### config.mk
export PLATFORM = sky130hd
export DESIGN_NAME = tribus_arbiter_flat
export DESIGN_NICKNAME = d
export VERILOG_FILES = /design/src/rtl/tribus_arbiter_if.sv /design/src/rtl/tribus_arbiter.sv /design/src/flat_wrapper.sv
export SDC_FILE = /design/constraint.sdc
export NUM_CORES = 1
export LEC_CHECK = 0
export CORE_UTILIZATION = 56
export DETAILED_ROUTE_END_ITERATION = 12
export PLACE_DENSITY_LB_ADDON = 0.2
export SETUP_SLACK_MARGIN = 0.5
export SYNTH_ARGS = -nofsm -noshare
export SYNTH_HDL_FRONTEND = slang
export SYNTH_SLANG_ARGS = --single-unit
### constraint.sdc
create_clock -name clk -period 2.8 [get_ports clk]
set_clock_uncertainty 0.1 [all_clocks]
set_input_delay 0.56 -clock clk [delete_from_list [all_inputs] [get_ports clk]]
set_output_delay 0.56 -clock clk [all_outputs]
set_load 0.02 [all_outputs]
### src/rtl/tribus_arbiter_if.sv
// Request/enable bundle between the tri-state driver bank and the owner arbiter.
// The arbiter takes the master side; drivers and bus consumers take the slave side.
interface tribus_arbiter_if #(
  parameter int unsigned N = 4
);
  localparam int unsigned OW = (N > 1) ? $clog2(N) : 1;

  logic [N-1:0]  req;
  logic [N-1:0]  grant;
  logic [OW-1:0] owner;
  logic          bus_idle;
  logic          preempt;

  modport master (input req, output grant, output owner, output bus_idle, output preempt);
  modport slave  (output req, input grant, input owner, input bus_idle, input preempt);
endinterface

### src/rtl/tribus_arbiter.sv
// Round-robin owner arbiter for a shared tri-state net: one-hot bufif enables,
// TURN dead cycles between owners and a MAXHOLD tenure limit when others wait.
module tribus_arbiter #(
  parameter int unsigned N       = 4,
  parameter int unsigned TURN    = 1,
  parameter int unsigned MAXHOLD = 8
) (
  input  logic               clk,
  input  logic               reset,
  tribus_arbiter_if.master   bus
);
  localparam int unsigned OW = (N > 1) ? $clog2(N) : 1;
  localparam int unsigned SW = OW + 1;
  localparam int unsigned HW = 8;
  localparam int unsigned TW = 3;

  typedef enum logic [1:0] {S_IDLE, S_OWN, S_TURN} state_t;

  state_t        state;
  logic [N-1:0]  grant_q;
  logic [OW-1:0] owner_q;
  logic [OW-1:0] ptr;
  logic [HW-1:0] hold;
  logic [TW-1:0] tcnt;
  logic          bus_idle_q;
  logic          preempt_q;

  logic [OW-1:0] pick;
  logic [SW-1:0] sum;
  logic          any_req;
  logic          arb_now;
  logic          others_wait;
  logic          hold_max;

  // First requester found scanning ptr, ptr+1, ... wrapping at N.
  always_comb begin
    pick = ptr;
    sum  = '0;
    for (int i = int'(N) - 1; i >= 0; i--) begin
      sum = SW'(ptr) + SW'(i);
      if (sum >= SW'(N)) sum = sum - SW'(N);
      if (bus.req[sum[OW-1:0]]) pick = sum[OW-1:0];
    end
  end

  assign any_req     = |bus.req;
  assign arb_now     = (state == S_IDLE) || ((state == S_TURN) && (tcnt == TW'(TURN - 1)));
  assign others_wait = |(bus.req & ~grant_q);
  assign hold_max    = (hold == HW'(MAXHOLD));

  always_ff @(posedge clk or posedge reset) begin
    if (reset) begin
      state      <= S_IDLE;
      grant_q    <= '0;
      owner_q    <= '0;
      ptr        <= '0;
      hold       <= '0;
      tcnt       <= '0;
      bus_idle_q <= 1'b1;
      preempt_q  <= 1'b0;
    end else begin
      preempt_q <= 1'b0;
      if (arb_now) begin
        if (any_req) begin
          state      <= S_OWN;
          grant_q    <= N'(1) << pick;
          owner_q    <= pick;
          hold       <= HW'(1);
          bus_idle_q <= 1'b0;
        end else begin
          state <= S_IDLE;
        end
      end else if (state == S_OWN) begin
        // Owner still requesting at release means the tenure was cut by MAXHOLD.
        if (!bus.req[owner_q] || (hold_max && others_wait)) begin
          state      <= S_TURN;
          grant_q    <= '0;
          bus_idle_q <= 1'b1;
          tcnt       <= '0;
          ptr        <= (owner_q == OW'(N - 1)) ? '0 : owner_q + OW'(1);
          preempt_q  <= bus.req[owner_q];
        end else if (!hold_max) begin
          hold <= hold + HW'(1);
        end
      end else begin
        tcnt <= tcnt + TW'(1);
      end
    end
  end

  assign bus.grant    = grant_q;
  assign bus.owner    = owner_q;
  assign bus.bus_idle = bus_idle_q;
  assign bus.preempt  = preempt_q;
endmodule
### src/flat_wrapper.sv
// flat-port wrapper written by rule: the top's interface ports become plain ports
module tribus_arbiter_flat 
#(
  parameter int unsigned N       = 4,
  parameter int unsigned TURN    = 1,
  parameter int unsigned MAXHOLD = 8
)
  (clk, reset, bus_req, bus_grant, bus_owner, bus_bus_idle, bus_preempt);
  tribus_arbiter_if #(.N(N)) bus_i ();
  input  logic clk;
  input  logic reset;
  input wire logic [$bits(bus_i.req)-1:0] bus_req;
  output wire logic [$bits(bus_i.grant)-1:0] bus_grant;
  output wire logic [$bits(bus_i.owner)-1:0] bus_owner;
  output wire logic [$bits(bus_i.bus_idle)-1:0] bus_bus_idle;
  output wire logic [$bits(bus_i.preempt)-1:0] bus_preempt;
  assign bus_i.req = bus_req;
  assign bus_grant = bus_i.grant;
  assign bus_owner = bus_i.owner;
  assign bus_bus_idle = bus_i.bus_idle;
  assign bus_preempt = bus_i.preempt;
  tribus_arbiter #(.N(N), .TURN(TURN), .MAXHOLD(MAXHOLD)) u_core (.clk(clk), .reset(reset), .bus(bus_i));
endmodule
==> metrics.md <==
| Metric | Value |
|---|---|
| Status | finished, final reports clean |
| Largest net degree at the start of global routing | 24 |
| Seq. cell area | 577 sq um |
| GRT Util Overall | 0.250 |
| Final setup fails | 0 |
| Crit path to | u_core.hold[5] |
| Final period util | 0.790 |
| Worst setup path start | bus_req[0] |
| Die area | 2690 sq um |
| First-pass GRT wire length | approximately 4800 um |
| H-tree depth | 1 |
| Vias in the first global route | about 1000 |
| Fin util | 0.716 |
| P per Cell Area | 898 nW/um^2 |
| Worst skew pair latency | roughly 0.32 ns |
| Worst R2R Start | u_core.hold[0] |
| Hold buffer count at cts | 0 |
| Layout cells sized above 1 | 0.184 |
| Hpwl dp | 2150 um |
| Initial core utilization | 0.611 |
| Total Nets Final | 170 |
| Mapped Area | 1390 sq um |
| Total Wirelength | roughly 2900 um |
| Iteration-0 DRC Markers | 17 |
| Pre-CTS WS | about 0.18 ns |
| Number of buffers added on ports | 13 |
| Remaining DRCs | 0 |
| Ant. Diodes | 0 |
| Synthesized instance count | 137 |
| Vias per cell | 5.97 |
| Critical path startpoint category | input port |
| FP Rows | 17 |
| GR Overflow Total | 0 |
| Post-synthesis async set-or-reset flop share | 1.00 |
| Area grow syn2layout | 17.1% |
| CTS clk-pin slew, worst paths | 0.12 ns |
| Sequential cell area fraction in the yosys report | 0.415 |
| Final setup margin | a little under 0.6 ns |
| LEAKAGE | 0.701 nW |
| Worst r2r dst | u_core.hold[5] |
| Arrival @ worst endpoint | about 2.4 ns |
| CP Max Fanout | 7 |
| Initial antenna violation count | 0 |
| Syn Nets | 148 |
| Tot Pwr | 1.46 mW |
| EDFF count, synth | 0 |
| Die Span X | 51.8 um |
| Critical path class | in -> reg |
| Post-route setup TNS | 0 ns |
| Least-Margin Pin Slew | between 0.4 and 0.5 ns |
| Max Slew Vio Count | 0 |
| Number of max-cap violations | 0 |
| Ports | 14 |
| Max-slew headroom | 0.714 |
| Die Span Y | 51.8 um |
| Clk root buf | clkbuf_4 |
| CTS Buffer Depth | 2 |
| CTS buffer count | 3 |
| Clk sinks | 23 |
| Routed Antenna Nets | 0 |
| Required time worst endpoint | 2.95 ns |
| Hold Crit Class | reg -> reg |
| Area of the multi-input gates | 792 sq um |
| Post-route minimum period | 2.21 ns |
| Synth Area per Inst | 10.2 sq um |
| RSZ-0062 raised after global routing | false |
| TritonCTS clock tree | yes |
| WL/cell | 15.6 um |
| Synth warn | 0 |
| Core ar. | 2280 sq um |
| Via Count | 1111 |
| Maximum vdd drop | about 0.00057 V |
| 1st-pass router iterations | 4 |
| R2r worst-path depth | 7 |
| Top_reg_cell synth | dfrtp_1 |
| Critical Path End Type | register |
| Hold Violations, Final | 0 |
| Max Freq | 0.452 GHz |
| Fill count | 176 |
| Synth unique cells | 42 |
| Register bit total from synthesis | 23 |
| Flop2flop setup slack | 0.67 ns |
| GPL Wtd Cong | between 0.8 and 0.9 |
-- layout by cell type (no fill, tap or decap), drive strengths merged, types with 3 or more instances in the layout --
cell / netlist / layout
buf: 0 / 5
ha: 5 / 5
a21oi: 5 / 5
dfrtp: 22 / 22
nor2: 7 / 7
o31ai: 3 / 3
clkbuf: 2 / 4
nand2: 18 / 18
a21o: 4 / 4
inv: 7 / 7
mux2i: 6 / 6
or2: 5 / 5
clkdlybuf4s50: 0 / 11
nand2b: 4 / 4
a2111oi: 5 / 5
nor3: 6 / 6
o21ai: 7 / 8
nor2b: 3 / 3
nand3: 3 / 3
-- worst max-delay path, cell delays in order --
cell	delay, ns
clkdlybuf4s50_1	0.56
nor2_1	0.13
a221oi_4	0.35
nor2_4	0.12
a2111oi_2	0.42
mux2i_1	0.22
-- kinds of logic (layout without fill, tap and decap cells) --
kind of cell / Yosys count / count (layout) / share of synthesized area
buffers and inverters: 9 / 29 / 0.0243
AOI/OAI and AO/OA: 36 / 37 / 0.224
and+or+nand+nor: 55 / 55 / 0.219
DFF: 23 / 23 / 0.415
muxes: 8 / 8 / 0.0674
xor gates and xnor gates: 1 / 1 / 0.00630
adders and majority gates: 5 / 5 / 0.0450
-- layer usage --
metal | share of wire | global-route usage | wire length [um]
met1 | 0.50 | 0.368 | 1470
met2 | 0.45 | 0.380 | 1320
met4 | 0.014 | 0.0811 | 41
met5 | 0 | 0 | 0
met3 | 0.028 | 0.0351 | 81
-- registers in the layout, indices dropped and copies added, names as in the netlist --
name,cells
u_core.bus.preempt,1
u_core.bus.owner,2
u_core.hold,8
u_core.bus.grant,4
u_core.tcnt,3
u_core.ptr,2
u_core.state,2
u_core.bus.bus_idle,1
-- worst min-delay path by stage --
stage | slack, ns | endpoint | cells after the start | start
finish | 0.37 | u_core.bus.bus_idle | 2 | u_core.bus.bus_idle
global route | 0.38 | u_core.bus.bus_idle | 2 | u_core.bus.bus_idle
CTS | 0.38 | u_core.bus.bus_idle | 2 | u_core.bus.bus_idle
detailed placement | 0.36 | u_core.bus.bus_idle | 2 | u_core.bus.bus_idle
global placement | 0.36 | u_core.bus.bus_idle | 2 | u_core.bus.bus_idle
floorplan | 0.39 | u_core.bus.bus_idle | 2 | u_core.bus.bus_idle
-- power by group --
group,switching [mW],internal [mW],total [mW],leakage [nW]
clock,0.101,0.0557,0.156,0.0150
sequential,0.115,0.447,0.562,0.291
combinational,0.407,0.337,0.744,0.396
-- cell usage after synthesis (all sizes together) (2+ instances only) --
library cell	instances	share of area
a211oi	2	0.011
o21ai	7	0.033
a21oi	5	0.018
a2111oi	5	0.049
nor3b	2	0.011
nor2b	3	0.013
nand3	3	0.011
a31o	2	0.013
nand2b	4	0.023
inv	7	0.019
a211o	2	0.013
mux2i	6	0.043
nor2	7	0.026
nand2	18	0.049
nor3	6	0.022
ha	5	0.045
clkbuf	2	0.0054
dfrtp	22	0.40
o31ai	3	0.016
o211ai	2	0.011
a21o	4	0.022
or2	5	0.022
-- area by class of cell --
| cell class | instances | area share |
|---|---|---|
| Sequential cell | 23 | 0.354 |
| Inverter | 7 | 0.0161 |
| Multi-Input combinational cell | 106 | 0.486 |
| Clock buffer | 4 | 0.0161 |
| Timing Repair Buffer | 18 | 0.106 |
| Tap cell | 28 | 0.0215 |
-- stage by stage --
stage	cell area (sq um)	instances	hold WS (ns)
3_5_place_dp	1580	180	0.360
2_1_floorplan	1390	137	0.392
3_3_place_gp	1580	180	0.361
5_1_grt	1630	186	0.385
6_report	1630	186	0.373
4_1_cts	1610	184	0.378
-- repair_timing --
action | 4_1_cts | 5_1_grt
resized for setup | 0 | 4
endpoints found under the setup margin | 0 | 9
setup buffers | 0 | 1
(Power assumes the default switching activity.)
